==> src/rtl/interrupt_controller.sv <==
`default_nettype none
// ============================================================================
// Module   : interrupt_controller
// Purpose  : Fixed-priority (sys > timer > dma) vectored interrupt arbiter with
//            PC capture, acknowledge timeout and no nesting until return.
// Revision : 1.0
// ============================================================================
module interrupt_controller #(
  parameter int ADDR_W      = 16,
  parameter int ACK_TIMEOUT = 16
) (
  input  logic              clock,
  input  logic              init_flag,
  input  logic              sys_req,
  input  logic              timer_int,
  input  logic              dma_ready,
  input  logic [ADDR_W-1:0] sys_int_pos,
  input  logic [ADDR_W-1:0] timer_int_pos,
  input  logic [ADDR_W-1:0] op_int_pos,
  input  logic [1:0]        int_mask,
  input  logic              kernel_mode,
  input  logic              PRG_ENB,
  input  logic [ADDR_W-1:0] PC_pos,
  input  logic              int_ack,
  input  logic              int_ret,
  output logic              int_req,
  output logic [ADDR_W-1:0] int_pos,
  output logic [1:0]        int_src,
  output logic [ADDR_W-1:0] saved_PC,
  output logic [2:0]        pending,
  output logic              busy,
  output logic              ack_err
);

  localparam int               CNT_W      = $clog2(ACK_TIMEOUT);
  localparam logic [CNT_W-1:0] c_CNT_LAST = CNT_W'(ACK_TIMEOUT - 1);
  localparam logic [1:0]       c_SRC_NONE = 2'b00;
  localparam logic [1:0]       c_SRC_SYS  = 2'b01;
  localparam logic [1:0]       c_SRC_TMR  = 2'b10;
  localparam logic [1:0]       c_SRC_DMA  = 2'b11;

  typedef enum logic [1:0] {
    ST_IDLE    = 2'd0,
    ST_REQ     = 2'd1,
    ST_SERVICE = 2'd2
  } state_t;

  state_t            r_state;
  state_t            w_state_nxt;

  logic              r_timer_q;
  logic [2:0]        r_pending;
  logic [CNT_W-1:0]  r_cnt;
  logic              r_int_req;
  logic [ADDR_W-1:0] r_int_pos;
  logic [1:0]        r_int_src;
  logic [ADDR_W-1:0] r_saved_pc;
  logic              r_busy;
  logic              r_ack_err;

  logic              w_tmr_ok;
  logic              w_dma_ok;
  logic [1:0]        w_sel_src;
  logic [ADDR_W-1:0] w_sel_vec;
  logic              w_any;
  logic              w_dispatch;
  logic              w_ack;
  logic              w_timeout;
  logic              w_ret;
  logic [2:0]        w_set;
  logic [2:0]        w_clr;

  assign w_tmr_ok = r_pending[1] & ~int_mask[0] & ~kernel_mode;
  assign w_dma_ok = r_pending[2] & ~int_mask[1] & ~kernel_mode;
  assign w_any    = (w_sel_src != c_SRC_NONE);

  // Timer is edge-captured so a level held high requests only once.
  assign w_set = {dma_ready, timer_int & ~r_timer_q, sys_req};
  assign w_clr = {3{w_ack}} & {r_int_src == c_SRC_DMA,
                               r_int_src == c_SRC_TMR,
                               r_int_src == c_SRC_SYS};

  always_comb begin
    w_sel_src = c_SRC_NONE;
    w_sel_vec = sys_int_pos;
    if (r_pending[0]) begin
      w_sel_src = c_SRC_SYS;
      w_sel_vec = sys_int_pos;
    end else if (w_tmr_ok) begin
      w_sel_src = c_SRC_TMR;
      w_sel_vec = timer_int_pos;
    end else if (w_dma_ok) begin
      w_sel_src = c_SRC_DMA;
      w_sel_vec = op_int_pos;
    end
  end

  always_ff @(posedge clock or negedge init_flag) begin
    if (!init_flag) r_state <= ST_IDLE;
    else            r_state <= w_state_nxt;
  end

  always_comb begin
    w_state_nxt = r_state;
    w_dispatch  = 1'b0;
    w_ack       = 1'b0;
    w_timeout   = 1'b0;
    w_ret       = 1'b0;
    case (r_state)
      ST_IDLE: begin
        if (PRG_ENB && w_any) begin
          w_dispatch  = 1'b1;
          w_state_nxt = ST_REQ;
        end
      end
      ST_REQ: begin
        // Acknowledge takes precedence over a coincident timeout.
        if (int_ack) begin
          w_ack       = 1'b1;
          w_state_nxt = ST_SERVICE;
        end else if (r_cnt == c_CNT_LAST) begin
          w_timeout   = 1'b1;
          w_state_nxt = ST_IDLE;
        end
      end
      ST_SERVICE: begin
        if (int_ret) begin
          w_ret       = 1'b1;
          w_state_nxt = ST_IDLE;
        end
      end
      default: w_state_nxt = ST_IDLE;
    endcase
  end

  always_ff @(posedge clock or negedge init_flag) begin
    if (!init_flag) begin
      r_timer_q  <= 1'b0;
      r_pending  <= 3'b000;
      r_cnt      <= '0;
      r_int_req  <= 1'b0;
      r_int_pos  <= '0;
      r_int_src  <= c_SRC_NONE;
      r_saved_pc <= '0;
      r_busy     <= 1'b0;
      r_ack_err  <= 1'b0;
    end else begin
      r_timer_q <= timer_int;
      r_pending <= (r_pending & ~w_clr) | w_set;
      if (w_dispatch) begin
        r_saved_pc <= PC_pos;
        r_int_pos  <= w_sel_vec;
        r_int_src  <= w_sel_src;
        r_int_req  <= 1'b1;
        r_busy     <= 1'b1;
        r_cnt      <= '0;
      end else if (w_ack) begin
        r_int_req <= 1'b0;
        r_cnt     <= '0;
      end else if (w_timeout) begin
        r_int_req <= 1'b0;
        r_int_src <= c_SRC_NONE;
        r_ack_err <= 1'b1;
        r_busy    <= 1'b0;
        r_cnt     <= '0;
      end else if (w_ret) begin
        r_int_src <= c_SRC_NONE;
        r_busy    <= 1'b0;
      end else if (r_state == ST_REQ) begin
        r_cnt <= r_cnt + CNT_W'(1);
      end
    end
  end

  assign int_req  = r_int_req;
  assign int_pos  = r_int_pos;
  assign int_src  = r_int_src;
  assign saved_PC = r_saved_pc;
  assign pending  = r_pending;
  assign busy     = r_busy;
  assign ack_err  = r_ack_err;

endmodule
`default_nettype wire
==> config.mk <==
export PLATFORM = sky130hd
export DESIGN_NAME = interrupt_controller
export DESIGN_NICKNAME = d
export VERILOG_FILES = /design/src/rtl/interrupt_controller.sv
export SDC_FILE = /design/constraint.sdc
export NUM_CORES = 1
export LEC_CHECK = 0
export CORE_MARGIN = 2
export CORE_UTILIZATION = 40
export CTS_BUF_LIST = sky130_fd_sc_hd__clkbuf_2
export DETAILED_ROUTE_END_ITERATION = 7
export PLACE_DENSITY = 0.82
export SLEW_MARGIN = 20
export SYNTH_ARGS = -nofsm -noshare
export SYNTH_HDL_FRONTEND = slang
export SYNTH_SLANG_ARGS = --single-unit
==> constraint.sdc <==
create_clock -name clock -period 4.2 [get_ports clock]
set_input_delay 0.84 -clock clock [delete_from_list [all_inputs] [get_ports clock]]
set_output_delay 0.84 -clock clock [all_outputs]
set_load 0.02 [all_outputs]
# Word-level counts from Yosys, hierarchy flattened
# Index checks and enable logic that the tools add are counted.
[totals]
ff_bits = 47
inputBits = 75
[op_classes]
n_reduce_logical = 10
n_addsub = 1
n_bitwise = 15
muxes = 36
n_eq_ne = 11
[ops]
columns = ["op", "n"]
rows = [
  ["16-bit two-way mux", 3],
  ["2-bit two-way mux", 11],
  ["4-bit two-way mux", 5],
  ["1-bit two-way mux", 16],
  ["3-bit bitwise AND", 2],
  ["2-bit == test (second input constant)", 3],
  ["2-bit != test (second input constant)", 3],
  ["1-bit inverter", 6],
  ["2-bit one-hot mux with 3 select lines", 1],
  ["3-bit AND reduction", 2],
  ["3-bit nonzero test", 2],
  ["1-bit bitwise AND", 5],
  ["4-bit by 1-bit adder with 4-bit output (second input constant)", 1],
  ["2-bit by 1-bit == test with 1-bit output (second input constant)", 2],
  ["4-bit == test (second input constant)", 1],
  ["4-bit != test (second input constant)", 1],
  ["2-bit AND reduction", 2],
  ["4-bit nonzero test", 1],
  ["3-bit != test (second input constant)", 1],
  ["3-bit inverter", 1],
  ["3-bit bitwise OR", 1],
  ["2-bit logical NOT", 1],
  ["2-bit nonzero test", 1],
  ["1-bit logical AND", 1],
]

# Longest topological paths before layout
# Gate-level depths: netlist (run 1).
[logic_depth]
depth_word = 12
mapped_depth = 5

# Worst setup path before layout (run 1)
# OpenSTA, ideal clock, no wires.
[synth_path]
path_type = "input -> register"
start = "input port int_mask[1]"
end = "register r_int_pos[0] (netlist: int_pos[0])"
setup_ns = 0.136
slack_ns = 2.214
path_stages = 5
t_required_ns = 4.064
path_buffers = 1
arrival_time_ns = 1.850
cell_sequence = "nand2b_4 > a211o_4 > buf_6 > a222oi_1 > mux2i_1"
[synth_between]
elab_chain_len = 10
elab_cells_between_ends = 13
[synth_rtl]
columns = ["element", "line", "rtl"]
rows = [
  ["from (decl)", "20", "input logic [1:0] int_mask,"],
  ["1-bit inverter (*)", "74", "assign w_dma_ok = r_pending[2] & ~int_mask[1] & ~kernel_mode;"],
  ["1-bit bitwise AND (*) (2 in a row)", "74", ""],
  ["2-bit two-way mux", "92", "end else if (w_dma_ok) begin"],
  ["2-bit two-way mux", "89", "end else if (w_tmr_ok) begin"],
  ["2-bit two-way mux", "86", "if (r_pending[0]) begin"],
  ["2-bit nonzero test", "75", "assign w_any = (w_sel_src != c_SRC_NONE);"],
  ["1-bit logical AND", "111", "if (PRG_ENB && w_any) begin"],
  ["1-bit two-way mux", "111", ""],
  ["1-bit two-way mux", "109", "case (r_state)"],
  ["to (signal assigned)", "152", "r_int_pos <= w_sel_vec;"],
  ["to (decl)", "55", "logic [ADDR_W-1:0] r_int_pos;"],
]
# Mark *: on every way between the ends. The rest lies on a longest branch, timed or not.
# A chain may end at the register's enable or synchronous reset.

# Final worst setup path (run 1)
[layout_path]
start = "register r_pending[0] (netlist: pending[0])"
end = "output port pending[0]"
[layout_rtl]
columns = ["element", "line", "rtl"]
rows = [
  ["from (decl)", "52", "logic [2:0] r_pending;"],
  ["from (signal assigned)", "149", "r_pending <= (r_pending & ~w_clr) | w_set;"],
  ["to (decl)", "30", "output logic [2:0] pending,"],
]
# No word-level cell between the ends.

==> results.yml, run 1 <==
status:
  status: "complete, no violations"
placement:
  io_buffers: 114
  place_congestion: 0.7961
  post-dp-hpwl_um: 4295
  pre_cts_slack_ns: 1.370
  dpl_cell_area_um2: 3346
  dp.cells: 353
synth:
  yosysTopAreaCellShare_pct: 54.30
  synth_top_family_by_area: "multiplexers"
  synth_seq_area_share_pct: 54.30
  synthCells: 176
  synth.avg_cell_area_um2: 12.31
  yosysTopAreaCell: "dfrtp_1"
  synth_xor_area_share_pct: 0
  synthTopCellsByArea: "dfrtp_1 (54%), mux2i_1 (8.3%), mux2_1 (8.3%)"
  synth_nets: 252
  ys_ff_latch: 47
  synthesis.area_um2: 2166
  synth.distinct_cells: 34
  yosysWarnings: 0
  synth_compound_area_share_pct: 13.46
  synthMuxAreaShare_pct: 16.64
  synth-simple-area-share_pct: 9.532
  yosys.area_share.adder_pct: 0.5777
worst_setup_path:
  cp_slowest_stage_delay_ns: 0.67
  rrSetupSlack_ns: 2.27
  path_class: "reg -> out"
  cp.required_ns: 3.36
  crit_family: "buffers and inverters"
  cp.arrival_ns: 1.65
  cpMaxStageDelayCell: "clkdlybuf4s50_1"
  cp-end-kind: "output pin"
  cp_cell_sequence: "clkdlybuf4s50_1"
  crit_fanout: 8
  worst-path-buf-inv: 1
  cp-start-kind: "flop"
floorplanning:
  die_x_um: 77.59
  start_util_pct: 41.87
  rows: 26
  core_area_um2: 5172
  die_h_um: 77.59
  io_pins: 115
  dieArea_um2: 6019
finish:
  fin_nets: 366
  postLayoutCoreUtil_pct: 65.38
  stdcell_count: 360
  area_growth_pct: 56.15
  layout_commonest_cell: "clkdlybuf4s50_1"
  mostFrequentLayoutCells: "clkdlybuf4s50_1 (113), dfrtp_1 (47), inv_1 (18), mux2i_1 (18)"
  post-route-cell-area_um2: 3382
  drive_above_1_share_pct: 4.483
  nFillCells: 414
  diodes: 0
global_routing:
  antenna_found_initial: 0
  grt_pass1_vias: 1904
  grt_start_max_net_pins: 48
  gr-usage-all-layers_pct: 18.77
  grt-ovfl-total: 0
  met2_usage_pct: 32.76
  use_met3_pct: 6.512
  grt_pass1_wl_um: 8873
  use_met1_pct: 21.56
  busiest_layer: "met2"
cts:
  htree_levels: 2
  cts_resized: 0
  hold_buffers: 0
  clock_path_buffers: 2
  cts_tree: "done"
  cts.reportedPaths.clkPinSlew_ns: 0.23
  root_buffer: "clkbuf_2"
  cts.sinks: 47
  cts_setup_buffers: 0
  clock_latency_ns: 0.41
  cts_buffers: 5
power_and_ir_drop:
  p_leak_nw: 1.419
  powerDensity_nw_per_um2: 588.7
  finalPower_mw: 1.991
  ir_drop_mv: 0.4476
routing:
  firstDrtPassIters: 8
  vias_per_cell: 5.125
  drtAntennaViolNets: 0
  avgRoutedWirePerCell_um: 15.12
  wl_um: 5444
  routed-via-count: 1845
  drc: 0
  drtIter0Drc: 152
sta:
  fin_ws_ns: 1.713
  min_period_ns: 2.487
  worstMarginPinSlew_ns: 0.9749
  rsz0062_at_grt: "no"
  fin_crit_sh_pct: 59.21
  whs_ns: 0.3703
  max_freq_mhz: 402.1
  slew_headroom_pct: 35.01
  hold_viol_final: 0
  setup_violations: 0
  fin_tns_setup_ns: 0
  skew_ns: 0.01852
  drv_slew: 0
worst_hold_path:
  min_path_type: "in -> async"
run:
  cap_violations: 0
flip-flops by register name (all words and copies together), names as in the netlist:
| signal | cells |
|---|---|
| ack_err | 1 |
| busy | 1 |
| int_pos | 16 |
| int_req | 1 |
| int_src | 2 |
| pending | 3 |
| r_cnt | 4 |
| r_state | 2 |
| r_timer_q | 1 |
| saved_PC | 16 |
report_power, final:
part           internal [mW]  switching (mW)
Sequential             0.646           0.123
Combinational          0.533           0.519
Clock                 0.0352           0.135
cell usage after synthesis:
master / number
a21oi_1: 4
nand2_1: 9
nand2b_1: 2
buf_2: 5
nor3_2: 1
dfrtp_1: 47
nor2_1: 4
and2b_1: 1
nor3b_1: 1
nand3_1: 5
o22a_1: 1
mux2i_1: 18
or2_1: 1
buf_6: 2
nor4_4: 1
nand4b_1: 1
o21ai_0: 3
nor3_1: 2
o32ai_1: 1
a21o_1: 2
o21ai_1: 4
inv_1: 18
nand2b_4: 2
or3b_1: 1
mux2_1: 16
ha_1: 1
nor2b_1: 1
o211a_1: 1
a211o_4: 1
clkbuf_1: 1
nand4_1: 1
a41oi_1: 1
a222oi_1: 16
o211ai_1: 1
final cells by class:
cell class,count,area [um^2],area share (%)
timing repair buffer,115,1146,33.89
sequential,47,1176,34.78
clock inverter,2,8.758,0.2590
tap,70,87.58,2.590
multi-input combinational,103,870.8,25.75
inverter,18,67.56,1.998
clock buffer,5,25.02,0.7399
routing by layer:
| metal | routed length (um) | vias up | part of all wire (%) |
|---|---|---|---|
| met3 | 391 | 8 | 7.2 |
| met4 | 76 | 0 | 1.4 |
| met2 | 2801 | 67 | 51 |
| met1 | 2174 | 893 | 40 |
| met5 | 0 | - | 0 |
| li1 | - | 877 | - |
cell families after synthesis:
logic type | after synthesis
multiplexers | 34
adder cells (fa/ha/maj) | 1
AND/OR/NAND/NOR | 33
AO/OA/AOI/OAI | 35
flip-flops | 47
buffers and inverters | 26
worst paths after layout:
check / start / end / cells past startpoint
hold / removal: init_flag / saved_PC[0] / 1
hold reg to reg: r_timer_q / pending[1] / 1
max in group asynchronous: init_flag / saved_PC[9] / 1
setup reg to reg: pending[1] / int_pos[9] / 4
setup / recovery: pending[0] / pending[0] / 1
min in group clock: r_timer_q / pending[1] / 1
Power figures use the tool's default switching activity.
==> run 2: changes to the inputs <==
- clock period: 4.2 -> 2.6 ns (I/O delays scaled with it)
==> run 2 against run 1 <==
Effect of this change: via count up 4.0%; total power grew 63%; clock power increased by 64%; first-iteration DRC count up 7.9%; non-clock buffer count up 5; critical path type unchanged; largest cell class is now non-clock buffers; highest routed layer unchanged.
==> results.yml, run 2 (synthesis results as in run 1) <==
worst_setup_path:
  cpMaxStageDelayCell: "clkdlybuf4s50_1"
  cp_cell_sequence: "clkdlybuf4s50_1"
  path_class: "reg -> out"
  worst-path-buf-inv: 1
  cp.arrival_ns: 1.69
  crit_family: "buffers and inverters"
  cp-end-kind: "output pin"
  crit_fanout: 8
  cp_slowest_stage_delay_ns: 0.68
  cp-start-kind: "flop"
  cp.required_ns: 2.08
power_and_ir_drop:
  p_int_mw: 1.973
  p_leak_nw: 1.443
  power_switching_share_pct: 39.04
  p_sw_mw: 1.264
  finalPower_mw: 3.236
  ir_drop_mv: 0.7786
  power_frac_comb_pct: 52.8
  powerDensity_nw_per_um2: 946.4
  p_clk_share_pct: 8.6
  sequentialPowerShare_pct: 38.6
cts:
  root_buffer: "clkbuf_2"
  clock_latency_ns: 0.41
  clock_path_buffers: 2
  cts.sinks: 47
  cts_tree: "done"
  cts_setup_buffers: 0
  htree_levels: 2
  cts.reportedPaths.clkPinSlew_ns: 0.23
  cts_buffers: 5
routing:
  drtIter0Drc: 164
  drc: 0
  drtAntennaViolNets: 0
  vias_per_cell: 5.258
  wl_um: 5756
  firstDrtPassIters: 7
  routed-via-count: 1919
  avgRoutedWirePerCell_um: 15.77
floorplanning:
  die_h_um: 77.59
  core_area_um2: 5172
  die_x_um: 77.59
  start_util_pct: 41.87
  dieArea_um2: 6019
  rows: 26
  io_pins: 115
sta:
  slew_headroom_pct: 30.58
  min_period_ns: 2.209
  max_freq_mhz: 452.7
  setup_violations: 0
  fin_crit_sh_pct: 84.96
  skew_ns: 0.02182
  fin_tns_setup_ns: 0
  drv_slew: 0
  worstMarginPinSlew_ns: 1.036
  whs_ns: 0.4492
  rsz0062_at_grt: "no"
  hold_viol_final: 0
finish:
  multiInputGateArea_um2: 870.8
  drive_above_1_share_pct: 5.763
  regArea_um2: 1176
  area_growth_pct: 57.89
  diodes: 0
  postLayoutCoreUtil_pct: 66.11
  layout_commonest_cell: "clkdlybuf4s50_1"
  fin_nets: 371
  nFillCells: 424
  mostFrequentLayoutCells: "clkdlybuf4s50_1 (113), dfrtp_1 (47), inv_1 (18), mux2i_1 (18)"
global_routing:
  grt_start_max_net_pins: 21
  gr-usage-all-layers_pct: 20.55
  grt_pass1_vias: 2002
  antenna_found_initial: 0
  grt_pass1_wl_um: 9825
  grt-ovfl-total: 0
placement:
  place_congestion: 0.8455
  io_buffers: 114
  post-dp-hpwl_um: 4396
run:
  cap_violations: 0
status:
  status: "complete, no violations"
worst_hold_path:
  min_path_type: "reg -> reg"
## run 2: changes by cell type in the layout (fill, tap and decap cells not counted)
cell and delta:
buf_4 +3, dlygate4sd3_1 +1, buf_2 +1
## run 2: final timing paths
| check | start | to | slack, ns | depth (start not counted) |
|---|---|---|---|---|
| min reg2reg | r_timer_q | pending[1] | 0.45 | 1 |
| max reg2reg | pending[1] | int_pos[9] | 0.64 | 4 |
| min in group asynchronous | init_flag | saved_PC[0] | 0.50 | 2 |
| max in group asynchronous | init_flag | int_pos[2] | 1.51 | 3 |
| min | r_timer_q | pending[1] | 0.45 | 1 |
| max | pending[0] | pending[0] | 0.39 | 1 |
## run 2: stage by stage
| step | worst slack [ns] | cells | cell area (um^2) |
|---|---|---|---|
| floorplan | 0.9342 | 176 | 2166 |
| global placement | 0.1740 | 357 | 3376 |
| detailed placement | 0.1384 | 357 | 3376 |
| CTS | 0.3585 | 365 | 3420 |
| global route | 0.2709 | 365 | 3420 |
| finish | 0.3910 | 365 | 3420 |
## run 2: area by class of cell
type,count,area share (%)
Inverter,18,1.976
Multi-Input combinational cell,103,25.47
Clock buffer,5,0.7318
Clock inverter,2,0.2561
Tap cell,70,2.561
Timing Repair Buffer,120,34.61
Sequential cell,47,34.39
## run 2: per-layer routing
metal  global-route usage [%]  up-vias  wire length (um)
li1                         -      889                 -
met1                    25.58      940              2295
met2                    34.66       86              2991
met3                    5.814        4               427
met4                    6.071        0                42
met5                        0        -                 0
## run 2: what timing repair did
action,4_1_cts,5_1_grt
hold endpoints to repair,12,0
gates resized for setup,0,0
hold buffers,1,0
## run 2: power groups by stage
stage / registers (mW) / logic [mW] / clock network (mW)
5_1_grt: 1.30 / 1.83 / 0.321
3_3_place_gp: 1.25 / 1.70 / 0
3_5_place_dp: 1.26 / 1.72 / 0
4_1_cts: 1.25 / 1.73 / 0.291
6_report: 1.25 / 1.71 / 0.278
2_1_floorplan: 1.59 / 0.528 / 0
==> run 3: changes to the inputs <==
- clock period: 2.6 -> 2.3 ns (I/O delays scaled with it)
==> run 3 against run 2 <==
Effect of this change: routed wire length increased by 0.90%; sequential share of layout area decreased by 0.50 points; critical path depth is the same; combinational power grew 15%; utilization up 0.97 points; hold slack got worse by 0.024 ns; cell count rose by 0.55%; global-route usage rose by 0.31 points; die area stayed put; critical path type unchanged; critical endpoint unchanged; largest power group unchanged; highest routed layer unchanged.
==> results.yml, run 3 (synthesis results as in run 1) <==
floorplanning:
  start_util_pct: 41.87
  die_h_um: 77.59
  core_area_um2: 5172
  io_pins: 115
  rows: 26
  die_x_um: 77.59
  dieArea_um2: 6019
worst_setup_path:
  cpMaxStageDelayCell: "clkdlybuf4s50_1"
  cp_cell_sequence: "clkdlybuf4s50_1"
  cp-start-kind: "flop"
  crit_family: "buffers and inverters"
  path_class: "reg -> out"
  cp.required_ns: 1.84
  cp_slowest_stage_delay_ns: 0.69
  crit_fanout: 8
  cp-end-kind: "output pin"
  worst-path-buf-inv: 1
  cp.arrival_ns: 1.71
finish:
  diodes: 0
  mostFrequentLayoutCells: "clkdlybuf4s50_1 (113), dfrtp_1 (47), inv_1 (18), mux2i_1 (18)"
  layout_commonest_cell: "clkdlybuf4s50_1"
  stdcell_count: 367
  drive_above_1_share_pct: 6.397
  area_growth_pct: 60.20
  fin_nets: 372
  nFillCells: 393
  post-route-cell-area_um2: 3470
  postLayoutCoreUtil_pct: 67.08
sta:
  slew_headroom_pct: 30.46
  skew_ns: 0.01073
  hold_viol_final: 0
  rsz0062_at_grt: "no"
  max_freq_mhz: 461.2
  fin_crit_sh_pct: 94.26
  worstMarginPinSlew_ns: 1.038
  setup_violations: 0
  min_period_ns: 2.168
  drv_slew: 0
routing:
  vias_per_cell: 5.226
  wl_um: 5808
  routed-via-count: 1918
  drtIter0Drc: 193
  avgRoutedWirePerCell_um: 15.83
  drc: 0
  drtAntennaViolNets: 0
  firstDrtPassIters: 7
cts:
  clock_path_buffers: 2
  clock_latency_ns: 0.42
  htree_levels: 2
  cts.reportedPaths.clkPinSlew_ns: 0.23
  root_buffer: "clkbuf_2"
  cts_tree: "done"
  cts.sinks: 47
  cts_buffers: 5
power_and_ir_drop:
  sequentialPowerShare_pct: 36.9
  ir_drop_mv: 0.7645
  p_int_mw: 2.362
  powerDensity_nw_per_um2: 1100
  power_frac_comb_pct: 51.5
  p_sw_mw: 1.453
  power_switching_share_pct: 38.09
  finalPower_mw: 3.815
  p_clk_share_pct: 11.5
  p_leak_nw: 1.464
global_routing:
  grt_start_max_net_pins: 19
  grt_pass1_vias: 2033
  gr-usage-all-layers_pct: 20.85
  grt-ovfl-total: 0
  antenna_found_initial: 0
  grt_pass1_wl_um: 9660
placement:
  post-dp-hpwl_um: 4551
  place_congestion: 0.8307
  io_buffers: 114
  dp.cells: 358
  dpl_cell_area_um2: 3396
run:
  cap_violations: 0
status:
  status: "complete, no violations"
worst_hold_path:
  min_path_type: "in -> async"
-- run 3: cell type report --
class                           instances  area, um^2  share of cell area, %
Inverter                               18       67.56                  1.947
Tap cell                               70       87.58                  2.524
Sequential cell                        47        1176                  33.90
Clock buffer                            5       25.02                 0.7212
Clock inverter                          3       38.79                  1.118
Timing Repair Buffer                  121        1204                  34.69
Multi-Input combinational cell        103       870.8                  25.10
-- run 3: through the flow --
stage          setup TNS, ns  worst slack [ns]  hold slack, ns
4_1_cts                    0           0.09155          0.4069
2_1_floorplan              0            0.6942          0.1644
5_1_grt                    0          0.006019          0.4104
3_5_place_dp          -1.641           -0.1247          0.3778
6_report                   0            0.1319          0.4250
3_3_place_gp          -1.052          -0.07218          0.3791
-- run 3: path summary, 6_finish.rpt --
path | end | depth (start not counted) | start | slack (ns)
hold / removal | saved_PC[13] | 2 | init_flag | 0.43
setup reg to reg | int_pos[13] | 4 | pending[1] | 0.31
min in group clock | pending[1] | 1 | r_timer_q | 0.44
hold reg to reg | pending[1] | 1 | r_timer_q | 0.44
max in group asynchronous | saved_PC[6] | 3 | init_flag | 1.32
setup / recovery | pending[0] | 1 | pending[0] | 0.13
-- run 3: power groups by stage --
stage	sequential, mW	clock [mW]	combinational, mW
5_1_grt	1.46	0.490	2.11
3_5_place_dp	1.43	0	1.99
2_1_floorplan	1.80	0	0.597
3_3_place_gp	1.41	0	1.94
4_1_cts	1.41	0.454	2.00
6_report	1.41	0.440	1.97
-- run 3: repair_timing --
item	4_1_cts	5_1_grt
hold buffers	1	0
gates resized for setup	0	0
setup buffers	0	0
hold endpoints to repair	13	0
-- run 3: layer usage --
layer	routed length (um)	GRT usage [%]	vias up
li1	-	-	896
met1	2203	23.20	929
met2	3015	36.81	79
met3	436	6.163	14
met4	153	8.929	0
met5	0	0	-
